File: src/rtl/spin_pkg.sv
// Shared definitions for the reel spin down-counter: FSM state encoding,
// default parameter values and a helper for sizing the step prescaler.
package spin_pkg;

    // Spin controller states.
    typedef enum logic [1:0] {
        IDLE = 2'd0,
        RUN  = 2'd1,
        DONE = 2'd2
    } spin_state_t;

    // Default configuration values.
    localparam int DEF_WIDTH        = 10;
    localparam int DEF_PRESCALE     = 4;
    localparam int DEF_DECEL_THRESH = 8;

    // Bits needed to hold prescaler values 0 .. period_max-1 (at least one bit).
    function automatic int psc_width(input int period_max);
        return (period_max <= 2) ? 1 : $clog2(period_max);
    endfunction

endpackage

File: src/rtl/tick_prescaler.sv
// Step prescaler for the spin down-counter. Counts enabled cycles and
// raises wrap combinationally on the last cycle of a step period, then
// restarts from zero. clear dominates and forces the count back to zero.
module tick_prescaler #(
    parameter int PW = 2
) (
    input  logic          clk,
    input  logic          reset,
    input  logic          clear,
    input  logic          enable,
    input  logic [PW-1:0] period,
    output logic          wrap
);

    logic [PW-1:0] psc_reg;
    logic [PW-1:0] psc_next;

    // Wrap on the final enabled cycle of the current period.
    always_comb begin
        wrap = enable && (psc_reg == (period - PW'(1)));
    end

    // Next prescaler value: clear, restart after a wrap, or advance when enabled.
    always_comb begin
        psc_next = psc_reg;
        if (clear || wrap) begin
            psc_next = '0;
        end else if (enable) begin
            psc_next = psc_reg + PW'(1);
        end
    end

    // Prescaler register.
    always_ff @(posedge clk) begin
        if (reset) begin
            psc_reg <= '0;
        end else begin
            psc_reg <= psc_next;
        end
    end

endmodule

File: src/rtl/spin_down_counter.sv
// Reel spin down-counter. Accepts a step count over a valid/ready load
// handshake, emits one tick per reel step at a prescaled rate and pulses
// done for one cycle when the count reaches zero. abort ends the spin
// without done; pause freezes both the prescaler and the count.
// Optional feature macro: SPIN_DECEL_EN -- doubles the step period while
// the count being decremented is at or below DECEL_THRESH.
module spin_down_counter
    import spin_pkg::*;
#(
    parameter int WIDTH        = DEF_WIDTH,
    parameter int PRESCALE     = DEF_PRESCALE,
    parameter int DECEL_THRESH = DEF_DECEL_THRESH
) (
    input  logic             clk,
    input  logic             reset,
    input  logic             load_valid,
    output logic             load_ready,
    input  logic [WIDTH-1:0] load_value,
    input  logic             pause,
    input  logic             abort,
    output logic [WIDTH-1:0] count,
    output logic             busy,
    output logic             tick,
    output logic             done
);

    // The decelerated period is twice PRESCALE, which takes one extra bit.
`ifdef SPIN_DECEL_EN
    localparam int PW = psc_width(PRESCALE) + 1;
`else
    localparam int PW = psc_width(PRESCALE);
`endif

    localparam logic [PW-1:0] PERIOD_FAST = PW'(PRESCALE);

    spin_state_t      state_reg;
    spin_state_t      state_next;
    logic [WIDTH-1:0] count_reg;
    logic [WIDTH-1:0] count_next;

    logic [PW-1:0]    period;
    logic             psc_clear;
    logic             psc_enable;
    logic             wrap;

`ifdef SPIN_DECEL_EN
    localparam logic [PW-1:0] PERIOD_SLOW = PW'(2 * PRESCALE);

    // count only changes on a wrap, so the period picked here stays fixed
    // for the whole step it governs.
    always_comb begin
        period = (int'(count_reg) <= DECEL_THRESH) ? PERIOD_SLOW : PERIOD_FAST;
    end
`else
    // Constant step period.
    always_comb begin
        period = PERIOD_FAST;
    end
`endif

    // Prescaler runs only in RUN, stalls on pause, and is cleared outside
    // RUN or on abort so every spin starts its first step from zero.
    always_comb begin
        psc_enable = (state_reg == RUN) && !pause && !abort;
        psc_clear  = (state_reg != RUN) || abort;
    end

    tick_prescaler #(
        .PW (PW)
    ) u_prescaler (
        .clk    (clk),
        .reset  (reset),
        .clear  (psc_clear),
        .enable (psc_enable),
        .period (period),
        .wrap   (wrap)
    );

    // Next-state and count logic; abort outranks pause, pause outranks tick.
    always_comb begin
        state_next = state_reg;
        count_next = count_reg;
        case (state_reg)
            IDLE: begin
                if (load_valid) begin
                    count_next = load_value;
                    state_next = (load_value != '0) ? RUN : DONE;
                end
            end
            RUN: begin
                if (abort) begin
                    count_next = '0;
                    state_next = IDLE;
                end else if (wrap) begin
                    if (count_reg != '0) begin
                        count_next = count_reg - WIDTH'(1);
                    end
                    if (count_reg == WIDTH'(1)) begin
                        state_next = DONE;
                    end
                end
            end
            DONE: begin
                count_next = '0;
                state_next = IDLE;
            end
            default: begin
                count_next = '0;
                state_next = IDLE;
            end
        endcase
    end

    // Outputs decoded from the registered state; tick is the gated wrap.
    always_comb begin
        load_ready = (state_reg == IDLE);
        busy       = (state_reg == RUN);
        done       = (state_reg == DONE);
        tick       = wrap;
        count      = count_reg;
    end

    // State and count registers.
    always_ff @(posedge clk) begin
        if (reset) begin
            state_reg <= IDLE;
            count_reg <= '0;
        end else begin
            state_reg <= state_next;
            count_reg <= count_next;
        end
    end

endmodule

File: config.mk
export PLATFORM = sky130hd
export DESIGN_NAME = spin_down_counter
export DESIGN_NICKNAME = d
export VERILOG_FILES = /design/src/rtl/spin_pkg.sv /design/src/rtl/tick_prescaler.sv /design/src/rtl/spin_down_counter.sv
export SDC_FILE = /design/constraint.sdc
export NUM_CORES = 1
export LEC_CHECK = 0
export CORE_ASPECT_RATIO = 1.4
export CORE_MARGIN = 1.5
export CORE_UTILIZATION = 46
export DETAILED_ROUTE_END_ITERATION = 8
export PLACE_DENSITY = 0.84
export SLEW_MARGIN = 0
export SYNTH_ARGS = -nofsm -noshare
export SYNTH_HDL_FRONTEND = slang
export SYNTH_SLANG_ARGS = --single-unit
File: constraint.sdc
create_clock -name clk -period 2.4 [get_ports clk]
set_input_delay 0.36 -clock clk [delete_from_list [all_inputs] [get_ports clk]]
set_output_delay 0.36 -clock clk [all_outputs]
set_load 0.01 [all_outputs]
# Word-level counts from Yosys, hierarchy flattened

Cells that the tools add are included.

Logic and storage cells: 38
Output and inout port bits: 14
Register bits: 14

Equal/unequal tests: 9
Add/sub/neg operators: 2
Reduce and logical (&&, ||, !) cells: 13
Mux-type cells: 11

Operators with widths:

| operator                                               | count |
|---|---|
| two-way mux 10 bit                                     | 4 |
| case mux 10 bit (2 select lines)                       | 1 |
| nonzero test 10 bit                                    | 2 |
| equality test 10 x 1 -> 1 bit (second input constant)  | 1 |
| two-way mux 2 bit                                      | 5 |
| subtractor 10 x 1 -> 10 bit (second input constant)    | 1 |
| inequality test 3 x 2 -> 1 bit (second input constant) | 3 |
| AND reduction 3 bit                                    | 2 |
| equality test 2 bit (second input constant)            | 2 |
| case mux 2 bit (2 select lines)                        | 1 |
| logical AND 1 bit                                      | 3 |
| adder 2 x 1 -> 2 bit (second input constant)           | 1 |
| equality test 2 x 1 -> 1 bit (second input constant)   | 1 |
| zero test 1 bit                                        | 2 |
| zero test 2 bit                                        | 1 |
| logical OR 1 bit                                       | 2 |
| inequality test 2 x 1 -> 1 bit (second input constant) | 1 |
| inequality test 2 bit (second input constant)          | 1 |
| OR reduction 2 bit                                     | 1 |

# Longest topological paths before layout

Word-level depth: 7
Mapped depth: 8
Gate-level depth less buffers: 7

# Hierarchy

A second synthesis with hierarchy kept.

Cells, all modules: 120
Area, all modules: 987.2 um^2

Modules (own cells, without submodules):

| module            | area an instance (um^2) | sequential area each (um^2) | cells each | times used |
|---|---|---|---|---|
| spin_down_counter | 879.6                   | 240.2                       | 109        | 1 |
| tick_prescaler    | 107.6                   | 40.0                        | 11         | 1 |

# Least setup slack after synthesis

OpenSTA, ideal clock, no wires.

Kind: register to register
From: reg count_reg[0] (netlist: count[0])
To: reg count_reg[8] (netlist: count[8])
Period minus slack after synthesis: 1.914 ns
Setup slack: 0.486 ns
Required time: 2.274 ns
Path buffers: 0
Arrival: 1.788 ns
Cell stages (with the launch flop): 8
Cells stage by stage: dfxtp_1 inv_1 ha_1 or4b_4 nor4_1 xor2_1 a221oi_1 nor3_2

Longest elaborated chain between the ends: 5
Elaborated cells on any way between the ends: 8

Ends and longest elaborated chain:

| element                          | line                     | RTL |
|---|---|---|
| from (decl)                      | spin_down_counter.sv:38  | `logic [WIDTH-1:0] count_reg;` |
| from (signal assigned)           | spin_down_counter.sv:130 | `count_reg <= count_next;` |
| subtractor 10 x 1 -> 10 bit      | spin_down_counter.sv:96  | `count_next = count_reg - WIDTH'(1);` |
| two-way mux 10 bit               | spin_down_counter.sv:95  | `if (count_reg != '0) begin` |
| two-way mux 10 bit               | spin_down_counter.sv:94  | `end else if (wrap) begin` |
| two-way mux 10 bit               | spin_down_counter.sv:91  | `if (abort) begin` |
| case mux 10 bit (2 select lines) | spin_down_counter.sv:83  | `case (state_reg)` |

Several ways; a longest one is shown, not always the timed one. The select of a mux whose other input is x is not followed.
A chain may end at the register's enable or synchronous reset.

# Worst setup path in the final report

From: in abort
To: out tick

Longest elaborated chain between the ends: 3

Ends and longest elaborated chain:

| element           | line                    | RTL |
|---|---|---|
| from (decl)       | spin_down_counter.sv:20 | `input logic abort,` |
| zero test 1 bit   | spin_down_counter.sv:64 | `psc_enable = (state_reg == RUN) && !pause && !abort;` |
| logical AND 1 bit | spin_down_counter.sv:64 |  |
| logical AND 1 bit | tick_prescaler.sv:20    | `wrap = enable && (psc_reg == (period - PW'(1)));` |
| to (decl)         | spin_down_counter.sv:23 | `output logic tick,` |

No other way between the ends.

==> flow_metrics.py <==
metrics = {
    "setup_path": {
        "r2r_cells": 7,
        "crit_slowest_cell": "clkdlybuf4s50_1",
        "cp-start-kind": "input port",
        "crit_start": "abort",
        "required_ns": 2.04,
        "worstPathCellList": "clkdlybuf4s50_1, or3b_1, and2b_2, clkdlybuf4s50_1",
        "endpoint": "tick",
        "critPathKind": "input port to primary output",
        "crit_top_cell": "clkdlybuf4s50_1",
        "r2r-start": "count[0]",
        "r2r_slack_ns": 0.36,
        "critPathBufInv": 2,
        "end_kind": "primary output",
        "crit_cells": 4,
        "cpPeakStageDelay_ns": 0.52,
        "cp.arrival_ns": 1.93,
        "cp_top_family": "buffers and inverters",
        "worst-path-max-fanout": 2,
        "r2r-end": "count[8]",
    },
    "synth": {
        "syn-cell-area_um2": 970,
        "syn_nets": 130,
        "synthArstFlopShare_pct": 0,
        "dominantRegCellSynth": "dfxtp_1",
        "syn_avg_cell_area_um2": 8.66,
        "yosysSeqAreaShare_pct": 28.9,
        "synth.distinct_cells": 39,
        "synth_edf_count": 0,
        "synth_warnings": 0,
        "synth_area_leader_cell": "dfxtp_1",
        "synth_top_area_share_pct": 28.9,
        "ys_ff_latch": 14,
        "synth_cells": 112,
        "synthTopCellsByArea": "dfxtp_1 29%, xnor2_1 5.4%, nor3_1 5.2%",
    },
    "pwr": {
        "power.internal_w": 0.000580,
        "power_frac_seq_pct": 33.7,
        "cellPowerDensity_nw_per_um2": 706,
        "switching_share_pct": 36.4,
        "p_switching_w": 0.000331,
        "power_frac_clock_pct": 19.6,
        "p_comb_share_pct": 46.7,
        "power_leakage_nw": 0.484,
        "vdd_drop_max_mv": 0.528,
    },
    "min_path": {
        "whs_path_depth": 2,
        "worstHoldPathType": "register to register",
    },
    "placement": {
        "dp.cells": 161,
        "dpl_cell_area_um2": 1250,
        "hpwlAfterDp_mm": 1.88,
        "portBuffers": 28,
        "pre_cts_ws_ns": 0.137,
        "gp_congestion": 0.895,
    },
    "timing": {
        "fin_hold_ws_ns": 0.542,
        "period_share_pct": 95.3,
        "fin_setup_tns_ns": 0,
        "worst_pin_slew_ns": 0.624,
        "setup_viol": 0,
        "rsz0062_at_grt": "no",
        "fmax_mhz": 437,
        "layout_setup_ws_ns": 0.112,
        "finalHoldViolCount": 0,
        "clock_skew_ns": 0.00748,
        "fin_crit_ns": 2.29,
        "finalMaxSlewViolations": 0,
        "relSlewSlack_pct": 58.1,
    },
    "floorplan": {
        "ioPinCount": 29,
        "core.rowCount": 19,
        "core_area_um2": 1970,
        "dieArea_um2": 2400,
        "dieHeight_um": 57.3,
        "die_x_um": 41.8,
        "initial_core_util_pct": 49.1,
    },
    "grt": {
        "grt_pass1_vias": 921,
        "grt.busiest_layer": "met2",
        "grt_use_met2_pct": 37.9,
        "grt_max_degree": 17,
        "antenna_found_initial": 0,
        "grt_util_met1_pct": 24.7,
        "grt_usage_pct": 21.3,
        "grt_overflow_total": 0,
        "met3_usage_pct": 2.53,
        "grt_pass1_wl_mm": 3.91,
    },
    "clock_network": {
        "clock_path_buffers": 2,
        "cts_tree": "built",
        "clock-sinks": 14,
        "cts_buffers": 3,
        "htree_levels": 1,
        "insertion_delay_ns": 0.30,
        "clk_pin_slew_worst_paths_ns": 0.09,
        "postCtsHoldBufs": 0,
        "post_cts_buffers": 0,
        "cts-root-buf": "clkbuf_4",
        "cts-resized-gates": 0,
    },
    "finish": {
        "final_cell_area_um2": 1290,
        "area_growth_pct": 33.2,
        "layout_commonest_cell": "clkdlybuf4s50_1",
        "stdcell_count": 165,
        "largest_reg_flops": 10,
        "layout.nets": 163,
        "diodes": 0,
        "final_cell_mix": "28 x clkdlybuf4s50_1, 14 x dfxtp_1, 11 x nor2_1, 10 x nor3_1, 7 x a21oi_1",
        "drive_gt1_share_pct": 13.9,
    },
    "routing": {
        "drtIter0Drc": 48,
        "first_pass_iters": 4,
        "drt_wl_total_mm": 2.50,
        "drc": 0,
        "vias_per_cell": 6.14,
        "final_antenna_net_count": 0,
        "routedWlPerCell_um": 15.2,
        "num_vias": 1013,
    },
    "run_status": {
        "outcome": "finished, final reports clean",
    },
    "job": {
        "maxCapViolCount": 0,
    },
}
## cell type report
class,instances,area (um2)
clock buffer,4,36.3
fill,171,682
inverter,6,22.5
multi-input combinational,87,608
sequential,14,280
tap,21,26.3
timing repair buffer,33,318
## worst min path at each step
stage	startpoint	end	slack [ns]
2_1_floorplan	reset	u_prescaler.psc_reg[0]	0.44
3_3_place_gp	u_prescaler.psc_reg[1]	u_prescaler.psc_reg[1]	0.51
3_5_place_dp	u_prescaler.psc_reg[1]	u_prescaler.psc_reg[1]	0.52
4_1_cts	u_prescaler.psc_reg[1]	u_prescaler.psc_reg[1]	0.54
5_1_grt	count[3]	count[3]	0.58
6_report	u_prescaler.psc_reg[1]	u_prescaler.psc_reg[1]	0.54
## through the flow
| step | power, W | util [%] |
|---|---|---|
| finish | 0.000911 | 65.4 |
| global route | 0.000961 | 65.4 |
| CTS | 0.000908 | 65.4 |
| detailed placement | 0.000734 | 63.6 |
| global placement | 0.000722 | 63.6 |
| floorplan | 0.000604 | - |
## worst register-to-register path: stages, from the launching register on
cell and delay (ns):
dfxtp_1 0.37, inv_1 0.08, ha_1 0.20, or4b_4 0.52, nor4_1 0.25, xor2_1 0.10, a221oi_1 0.34, nor3_2 0.07
## cells by family (layout without fill, tap and decap cells)
kind of cell,after synthesis,in the layout,share of synthesized area [%]
xor+xnor,8,8,7.23
flops,14,14,28.9
simple gates,51,51,33.0
compound gates,25,25,18.6
buf+inv,11,43,8.39
fa+ha+maj,3,3,3.87
## power groups by stage
stage               Combinational [W]  Clock, W  Sequential [W]
global placement             0.000413         0        0.000309
detailed placement           0.000422         0        0.000311
global route                 0.000460  0.000189        0.000312
floorplan                    0.000293         0        0.000311
finish                       0.000425  0.000179        0.000307
CTS                          0.000424  0.000177        0.000307
## synth_stat cells, drive strengths merged (2+ instances only)
cell type	instances
a22oi	4
o21ai	2
xor2	2
and2b	4
nand3b	2
dfxtp	14
buf	5
xnor2	6
nor3b	2
nor3	12
a21oi	7
or3	2
a221oi	3
inv	6
nor4	4
nand3	2
ha	3
nor2	11
o22ai	3
nand2	5
## per-layer routing
layer	routed length, um	share of wire (%)
met1	948	38
met2	1330	53
met3	181	7.2
met4	42	1.7
met5	0	0
Note: power is estimated with default switching activity, not from simulation.
